## config.mk

```make
export PLATFORM = sky130hd
export DESIGN_NAME = ahb_lite_master
export DESIGN_NICKNAME = d
export VERILOG_FILES = /design/src/rtl/ahb_lite_master.sv
export SDC_FILE = /design/constraint.sdc
export NUM_CORES = 1
export LEC_CHECK = 0
export BUFFER_PORTS_ARGS = -buffer_cell sky130_fd_sc_hd__buf_2
export CAP_MARGIN = 5
export CORE_UTILIZATION = 48
export DETAILED_ROUTE_END_ITERATION = 10
export GPL_ROUTABILITY_DRIVEN = 0
export PLACE_DENSITY = 0.83
export SETUP_SLACK_MARGIN = 0.4
export SYNTH_ARGS = -nofsm -noshare
export SYNTH_HDL_FRONTEND = slang
export SYNTH_SLANG_ARGS = --single-unit
```

## constraint.sdc

```tcl
create_clock -name hclk -period 2.81 [get_ports hclk]
set_input_delay 0.562 -clock hclk [delete_from_list [all_inputs] [get_ports hclk]]
set_output_delay 0.562 -clock hclk [all_outputs]
set_load 0.02 [all_outputs]
```

## src/rtl/ahb_lite_master.sv

```systemverilog
`default_nettype none
// ============================================================================
// Module   : ahb_lite_master
// Purpose  : Single-outstanding AHB-Lite initiator. Converts a valid/ready
//            command into one SINGLE NONSEQ transfer, waits out slave wait
//            states, folds two-cycle ERROR responses into rsp_err_o and
//            rejects misaligned/oversized commands locally with no bus access.
// Ports    : hclk, hresetn          - clock, async active-low reset
//            cmd_*                  - command request (valid/ready handshake)
//            rsp_*                  - one-cycle response pulse + held data/err
//            haddr_o .. hwdata_o    - AHB-Lite master outputs (registered)
//            hready_i, hresp_i,
//            hrdata_i               - AHB-Lite slave response inputs
// Revision : 1.0 - initial release
// ============================================================================
module ahb_lite_master #(
   parameter int AW = 32,
   parameter int DW = 32
) (
   input  logic          hclk,
   input  logic          hresetn,
   input  logic          cmd_valid_i,
   output logic          cmd_ready_o,
   input  logic          cmd_write_i,
   input  logic [AW-1:0] cmd_addr_i,
   input  logic [2:0]    cmd_size_i,
   input  logic [DW-1:0] cmd_wdata_i,
   output logic          rsp_valid_o,
   output logic [DW-1:0] rsp_rdata_o,
   output logic          rsp_err_o,
   output logic [AW-1:0] haddr_o,
   output logic          hwrite_o,
   output logic [2:0]    hsize_o,
   output logic [2:0]    hburst_o,
   output logic [1:0]    htrans_o,
   output logic [DW-1:0] hwdata_o,
   input  logic          hready_i,
   input  logic          hresp_i,
   input  logic [DW-1:0] hrdata_i
);

   localparam logic [1:0] C_HTRANS_IDLE   = 2'b00;
   localparam logic [1:0] C_HTRANS_NONSEQ = 2'b10;

   typedef enum logic [1:0] {
      S_IDLE = 2'd0,
      S_ADDR = 2'd1,
      S_DATA = 2'd2,
      S_REJ  = 2'd3
   } state_t;

   state_t        r_state;
   state_t        w_next;
   logic          w_accept;
   logic          w_illegal;
   logic          r_err;     // ERROR seen in the first (hready=0) cycle
   logic [DW-1:0] r_wdata;   // write data held until the data phase starts

   assign cmd_ready_o = (r_state == S_IDLE);
   assign hburst_o    = 3'b000;
   assign w_accept    = cmd_valid_i && (r_state == S_IDLE);

   // Sizes above a word, and halfword/word accesses not naturally aligned.
   assign w_illegal = (cmd_size_i > 3'd2)
                   || ((cmd_size_i == 3'd1) && cmd_addr_i[0])
                   || ((cmd_size_i == 3'd2) && (cmd_addr_i[1:0] != 2'b00));

   always_ff @(posedge hclk or negedge hresetn) begin
      if (!hresetn) begin
         r_state <= S_IDLE;
      end else begin
         r_state <= w_next;
      end
   end

   always_comb begin
      w_next = r_state;
      case (r_state)
         S_IDLE: begin
            if (w_accept) begin
               w_next = w_illegal ? S_REJ : S_ADDR;
            end
         end
         S_ADDR: begin
            if (hready_i) begin
               w_next = S_DATA;
            end
         end
         S_DATA: begin
            if (hready_i) begin
               w_next = S_IDLE;
            end
         end
         S_REJ:   w_next = S_IDLE;
         default: w_next = S_IDLE;
      endcase
   end

   always_ff @(posedge hclk or negedge hresetn) begin
      if (!hresetn) begin
         haddr_o     <= '0;
         hwrite_o    <= 1'b0;
         hsize_o     <= 3'd0;
         htrans_o    <= C_HTRANS_IDLE;
         hwdata_o    <= '0;
         r_wdata     <= '0;
         r_err       <= 1'b0;
         rsp_valid_o <= 1'b0;
         rsp_err_o   <= 1'b0;
         rsp_rdata_o <= '0;
      end else begin
         rsp_valid_o <= 1'b0;
         case (r_state)
            S_IDLE: begin
               if (w_accept) begin
                  r_err <= 1'b0;
                  if (!w_illegal) begin
                     haddr_o  <= cmd_addr_i;
                     hwrite_o <= cmd_write_i;
                     hsize_o  <= cmd_size_i;
                     htrans_o <= C_HTRANS_NONSEQ;
                     r_wdata  <= cmd_wdata_i;
                  end
               end
            end
            S_ADDR: begin
               // Address phase ends; reads leave hwdata untouched.
               if (hready_i) begin
                  htrans_o <= C_HTRANS_IDLE;
                  if (hwrite_o) begin
                     hwdata_o <= r_wdata;
                  end
               end
            end
            S_DATA: begin
               if (!hready_i) begin
                  if (hresp_i) begin
                     r_err <= 1'b1;
                  end
               end else begin
                  rsp_valid_o <= 1'b1;
                  rsp_err_o   <= r_err | hresp_i;
                  if (!hwrite_o && !r_err && !hresp_i) begin
                     rsp_rdata_o <= hrdata_i;
                  end else begin
                     rsp_rdata_o <= '0;
                  end
               end
            end
            S_REJ: begin
               rsp_valid_o <= 1'b1;
               rsp_err_o   <= 1'b1;
               rsp_rdata_o <= '0;
            end
            default: begin
               htrans_o <= C_HTRANS_IDLE;
            end
         endcase
      end
   end

endmodule
`default_nettype wire

```

Yosys cells after proc, flatten, opt, wreduce, memory -nomap -nowiden
Cells that the tools add are included.

Equality and inequality tests: 11. Shift-type cells: 0. Order comparisons: 1. Mux-type cells: 19. Reduce and logical (&&, ||, !) cells: 21. Divide/modulo/power cells: 0. Multipliers: 0. Bitwise operators: 2. Add/sub/neg operators: 0.

Operators by type and width (number): 2-to-1 mux 32 bit (2); case mux 32 bit (2 select lines) (1); 2-to-1 mux 2 bit (6); inequality test 2 bit, second input constant (5); AND reduction 3 bit (3); case mux 2 bit (4 select lines) (1); AND reduction 4 bit (2); nonzero test 2 bit (4); case mux 1 bit (2 select lines) (3); logical AND 1 bit (5); 2-to-1 mux 1 bit (5); equality test 2 bit, second input constant (2); case mux 2 bit (2 select lines) (1); equality test 3 x 1 -> 1 bit, second input constant (1); equality test 3 x 2 -> 1 bit, second input constant (1); greater-than comparator 3 x 2 -> 1 bit, second input constant (1); logical NOT 1 bit (3); equality test 2 x 1 -> 1 bit, second input constant (1); logical NOT 2 bit (1); logical OR 1 bit (2); inequality test 2 x 1 -> 1 bit, second input constant (1); AND reduction 2 bit (1); NOT 1 bit (1); OR 1 bit (1).

Register bits after elaboration: 139. Latch bits: 0. Memories: 0. Bits of input ports: 105. Logic and storage cells: 65. Bits in writable memories: 0. Memory bits (read-only): 0. Output and inout bits: 108.

Depth between registers and ports, before layout
Gate-level depths: netlist (run 1).

Depth in word-level cells: 7. Mapped depth: 6. Mapped depth without buffers: 3.

Least setup slack after synthesis (run 1)
No wires, ideal clock.

Kind: register to register. From: reg r_state[0]. To: reg hsize_o[0]. Slack: 0.934 ns. Stages on the path, launching flop included: 7. Path buffers: 3. Clock period less this slack: 1.876 ns. Data required time: 2.685 ns. Library setup time: 0.125 ns. Arrival time: 1.751 ns. Path through: dfrtp_1 -> buf_2 -> nor2_1 -> o211ai_1 -> buf_4 -> buf_6 -> mux2_4.

Word-level cells in the longest chain between the ends: 3.

Ends and longest elaborated chain: start, declared (line 52) `state_t r_state;`; start signal, assigned (line 72) `r_state <= w_next;`; logical NOT 2 bit *; via cmd_ready_o (line 23) `output logic cmd_ready_o,`; logical AND 1 bit (line 61) `assign w_accept = cmd_valid_i && (r_state == S_IDLE);`; AND reduction 3 bit (no line) *; end signal, assigned (line 120) `hsize_o <= cmd_size_i;`; end, declared (line 33) `output logic [2:0] hsize_o,`.

Mark *: on every way through the listed nets, which the timed path passes. The rest lies on a longest branch. A chain may end at the register's enable or synchronous reset.

Final worst setup path (run 1)
From: reg r_state[0]. To: out cmd_ready_o.

Word-level cells in the longest chain between the ends: 1.

Ends and longest elaborated chain: logical NOT 2 bit (line 59) `assign cmd_ready_o = (r_state == S_IDLE);`; end, declared (line 23).

No other way between the ends.

==> results.toml, run 1 <==
[yosys]
synth_area_leaders = "dfrtp_1, mux2_2, a22o_1, mux2_4, buf_2"
ys_types = 26
synth-async-reset-ratio = 1.000
synth_edf_count = 0
seq_area_frac_synth = 0.6676
synth_top_cell_area_share = 0.6676
post-synth-top-count-cell = "dfrtp_1"
syn-instance-count = 321
yosys.area.top_type = "dfrtp_1"
synth-main-ff-cell = "dfrtp_1"
syn_area_per_cell_um2 = 16.11
yosysWarnings = 0
synthesis.area_um2 = 5172
ys_seq_elements = 138
synth_common_cells = "dfrtp_1, mux2_2, a22o_1, buf_2, mux2_4"

[timing]
hold_ws_ns = 0.2505
tightest_slew_ns = 0.5772
finClkSkew_ns = 0.007721
setup-violations-final = 0
relSlewSlack = 0.6152
min_period_ns = 2.079
grt_setup_unrepaired = "false"
maxSlewViolCount = 0
fin_crit_sh = 0.7399
setup_tns_ns = 0
fmaxAchievable_ghz = 0.4810
finalHoldViolations = 0

[detailed_routing]
firstDrtPassIters = 4
first_iter_violations = 137
routed_wl_um = 11360
final_antenna_net_count = 0
wire_per_inst_um = 16.55
num_vias = 3490
drc = 0
routed_via_density = 5.087

[final_layout]
layout-drive-gt1-share = 0.6309
final_util = 0.6678
area_growth_pct = 33.89
final-instance-count-excl-fill = 686
final_nets = 642
n_antenna_cell = 0
fill_cells = 761

[global_routing]
grtUsageTotal = 0.2130
grt_max_degree = 67
grt_pass1_vias = 3652
antenna_found_initial = 0
grt_pass1_wl_um = 17880
grt.overflow.total = 0

[die]
die_w_um = 105.8
boundaryPins = 213
die_h_um = 105.8
num_rows = 37
die_area_um2 = 11190
initial_utilization = 0.4988
core_area_um2 = 10370

[min_path]
hp-class = "input port to flop"
min_from = "hrdata_i[18]"

[setup_path]
worstSetupStartpoint = "r_state[0]"
arrival_ns = 1.52
cp-end-kind = "primary output"
timing.rr.start = "r_state[0]"
path_max_fanout = 9
cp_data_required_time_ns = 2.25
criticalPathCategory = "flop to primary output"
crit_path_start_kind = "flop"

[clocking]
numCtsBuffers = 17
clock_latency_ns = 0.53
path_clk_slew_ns = 0.06
cts_tree = "built"
cts_setup_buffers = 0
cts_sinks = 138
root_buffer = "clkbuf_8"
cts.htree.levels = 4
clockBufferDepth = 2

[run]
maxCapViolations = 0

[pwr]
ir_worst_vdd_uv = 663.8
power.total_mw = 8.188
p_leak_nw = 3.691
p_per_area_nw_per_um2 = 1182

[placement]
dp.cells = 653
portBuffers = 208
dpl.hpwl_um = 8032

[run_status]
status = "completed"
[layout by cell type (no fill, tap or decap), types with 2 or more instances in the layout]
cell type     n
inv_1         2
clkinv_2      4
clkbuf_1      4
buf_12        2
nand2b_1      2
clkbuf_8      5
nor2_1        5
mux2_4        8
buf_2       207
clkbuf_16    16
a21oi_1       4
dfrtp_1     138
a22o_1       32
buf_4         6
nand2_1       3
mux2_2       91
conb_1        4
clkinvlp_4    2
[critical path, stage by stage (launching register included)]
cell and delay (ns):
dfrtp_1 0.48, nor2_1 0.28, buf_2 0.23
[path summary, 6_finish.rpt]
kind / to / slack [ns] / depth (start not counted)
min in group asynchronous: hwdata_o[13] / 0.46 / 2
worst max register to register: r_wdata[15] / 0.99 / 4
max in group asynchronous: hwdata_o[3] / 1.48 / 3
worst min register to register: hsize_o[2] / 0.48 / 1
worst max-delay path: cmd_ready_o / 0.73 / 2
worst min-delay path: rsp_rdata_o[18] / 0.25 / 2
[kinds of logic after synthesis]
family,count (synthesis),synth area share
buffers and inverters,25,0.02637
AO/OA/AOI/OAI,40,0.06338
other,1,0.0007250
multiplexers,99,0.2213
AND/OR/NAND/NOR,18,0.02056
flip-flops,138,0.6676
[what timing repair did]
item                                   4_1_cts  5_1_grt
resized for setup                            0        0
endpoints found under the hold margin       25        0
hold buffers                                 1        0
[flip-flops by register name, indices dropped and copies added (netlist names)]
signal and count:
r_wdata 32, r_err 1, hsize_o 3, rsp_err_o 1, htrans_o 1, hwrite_o 1
r_state 2, haddr_o 32, hwdata_o 32, rsp_valid_o 1, rsp_rdata_o 32
[report_power, final]
group | switching [mW] | internal, mW
combinational | 1.55 | 1.24
sequential | 0.485 | 2.87
clock | 0.779 | 1.26
total | 2.82 | 5.37
[stage by stage]
| stage | area [µm²] | worst slack [ns] |
|---|---|---|
| CTS | 6925 | 0.7031 |
| finish | 6925 | 0.7308 |
| detailed placement | 6366 | 0.7379 |
| global placement | 6366 | 0.7989 |
| floorplan | 5184 | 0.9338 |
| global route | 6925 | 0.6415 |
[layout make-up]
cell class | instances | area, µm² | area share
Sequential cell | 138 | 3453 | 0.4986
Timing Repair Buffer | 217 | 1142 | 0.1650
Clock inverter | 7 | 65.06 | 0.009395
Inverter | 2 | 7.507 | 0.001084
Multi-Input combinational cell | 161 | 1603 | 0.2314
Clock buffer | 25 | 484.2 | 0.06992
Tap cell | 136 | 170.2 | 0.02457
[layer usage]
layer  up-vias  global-route usage  part of all wire
met5         -                   0                 0
met4         0             0.09524             0.019
met3        15             0.07916             0.053
met2       118              0.3497              0.53
met1      1778              0.2496              0.40
li1       1579                   -                 -
Note: power is estimated with default switching activity, not from simulation.
==> run 2: changes to the inputs <==
clock period = 2.06 ns   (was 2.81 ns; I/O delays follow)
==> run 2 against run 1 <==
  * Worst setup slack lost 0.28 ns
  * Clock power grew 53%
  * Die area is the same
  * Global-route usage is essentially flat
  * Critical path type is now flop to flop
  * Critical endpoint is now r_wdata[21]
  * Largest cell class unchanged
==> results.toml, run 2 (synthesis results as in run 1) <==
[run_status]
status = "completed"

[die]
num_rows = 37
boundaryPins = 213
initial_utilization = 0.4988
die_area_um2 = 11190
core_area_um2 = 10370
die_w_um = 105.8
die_h_um = 105.8

[global_routing]
grt_pass1_wl_um = 18020
antenna_found_initial = 0
grt.overflow.total = 0
grt_max_degree = 52
grtUsageTotal = 0.2129
grt_pass1_vias = 3759

[detailed_routing]
final_antenna_net_count = 0
wl_met3_um = 568
routed_via_density = 5.055
wire_per_inst_um = 16.20
m1WireLength_um = 4475
first_iter_violations = 144
routed_wl_um = 11130
top_layer = "met4"
firstDrtPassIters = 4
num_vias = 3473
drc = 0
wl_met2_um = 5787

[pwr]
p_per_area_nw_per_um2 = 1638
pwr-share-clk = 0.270
switchingPower_mw = 3.834
p_int_mw = 7.738
ir_worst_vdd_uv = 799.4
swShare = 0.3313
power_frac_seq = 0.392
comb_power_share = 0.338
p_leak_nw = 3.758

[setup_path]
cp_slowest_cell = "dfrtp_2"
crit_chain = "nor2_4 -> buf_4 -> o211ai_1 -> buf_12 -> mux2_2"
cp-end-kind = "flop"
cp_data_required_time_ns = 2.45
path_delay_family = "buffers and inverters"
rrSetupSlack_ns = 0.45
worstSetupStartpoint = "r_state[1]"
setup.worst_path.end = "r_wdata[21]"
arrival_ns = 2.00
timing.rr.end = "r_wdata[21]"
criticalPathCategory = "flop to flop"
cp.buffers_inverters = 2
worst-path-stages = 5
r2r_cells = 5
crit_path_start_kind = "flop"
critical_path.max_stage_delay_ns = 0.39
timing.rr.start = "r_state[1]"
path_max_fanout = 35

[timing]
hold_ws_ns = 0.1122
setup-violations-final = 0
min_period_ns = 1.607
fmaxAchievable_ghz = 0.6224
tightest_slew_ns = 0.5449
setup_ws_ns = 0.4534
grt_setup_unrepaired = "false"
fin_crit_sh = 0.7799
finClkSkew_ns = 0.003997
finalHoldViolations = 0
setup_tns_ns = 0
maxSlewViolCount = 0
relSlewSlack = 0.6351

[clocking]
numCtsBuffers = 17
clock_latency_ns = 0.51
clockBufferDepth = 2
path_clk_slew_ns = 0.06
cts_tree = "built"
cts_sinks = 138
cts.htree.levels = 4
root_buffer = "clkbuf_8"

[placement]
preCtsSetupSlack_ns = 0.1514
portBuffers = 208
dpl.hpwl_um = 7858

[min_path]
hp-class = "input port to flop"
hold_depth = 2

[final_layout]
n_antenna_cell = 0
final_common_cell = "buf_2"
final_nets = 644
layout-drive-gt1-share = 0.6425
final_cell_mix = "buf_2, dfrtp_1, mux2_2"
area_growth_pct = 36.62

[run]
maxCapViolations = 0
-- run 2: timing repair --
item,in CTS,in global routing
resized for setup,4,0
endpoints found under the hold margin,49,0
setup buffers,3,0
hold buffers,1,0
endpoints found under the setup margin,67,0
-- run 2: layer usage --
metal  up-vias  global-route usage
li1       1583                   -
met1      1746              0.2506
met2       121              0.3604
met3        23             0.05751
met4         0              0.1032
met5         -                   0
-- run 2: layout make-up --
| class | count | area (µm²) |
|---|---|---|
| Clock inverter | 6 | 107.6 |
| Multi-Input combinational cell | 161 | 1610 |
| Sequential cell | 138 | 3456 |
| Timing Repair Buffer | 219 | 1201 |
| Fill cell | 723 | 3303 |
| Tap cell | 136 | 170.2 |
| Clock buffer | 25 | 514.2 |
| Inverter | 2 | 7.507 |
-- run 2: power by group through the flow --
stage               Combinational, mW  Sequential (mW)  Clock (mW)
finish                           3.92             4.54        3.12
floorplan                        1.45             5.54           0
CTS                              3.96             4.54        3.19
detailed placement               3.86             4.59           0
global placement                 3.74             4.51           0
global route                     4.16             4.69        3.31
-- run 2: how the worst min path moves through the flow --
| stage | endpoint | start | slack, ns |
|---|---|---|---|
| finish | rsp_rdata_o[20] | hrdata_i[20] | 0.11 |
| global route | rsp_rdata_o[20] | hrdata_i[20] | 0.09 |
| CTS | rsp_rdata_o[5] | hrdata_i[5] | 0.08 |
| detailed placement | r_wdata[11] | hresetn | 0.39 |
| global placement | r_wdata[13] | hresetn | 0.38 |
| floorplan | haddr_o[0] | hresetn | 0.12 |
-- run 2: stage by stage --
stage,instance area [µm²],total power [mW],cells,util
6_report,7067,11.57,687,0.6815
5_1_grt,7067,12.16,687,0.6815
4_1_cts,7067,11.69,687,0.6815
3_5_place_dp,6404,8.453,652,0.6175
3_3_place_gp,6404,8.249,652,0.6175
2_1_floorplan,5191,6.997,324,-
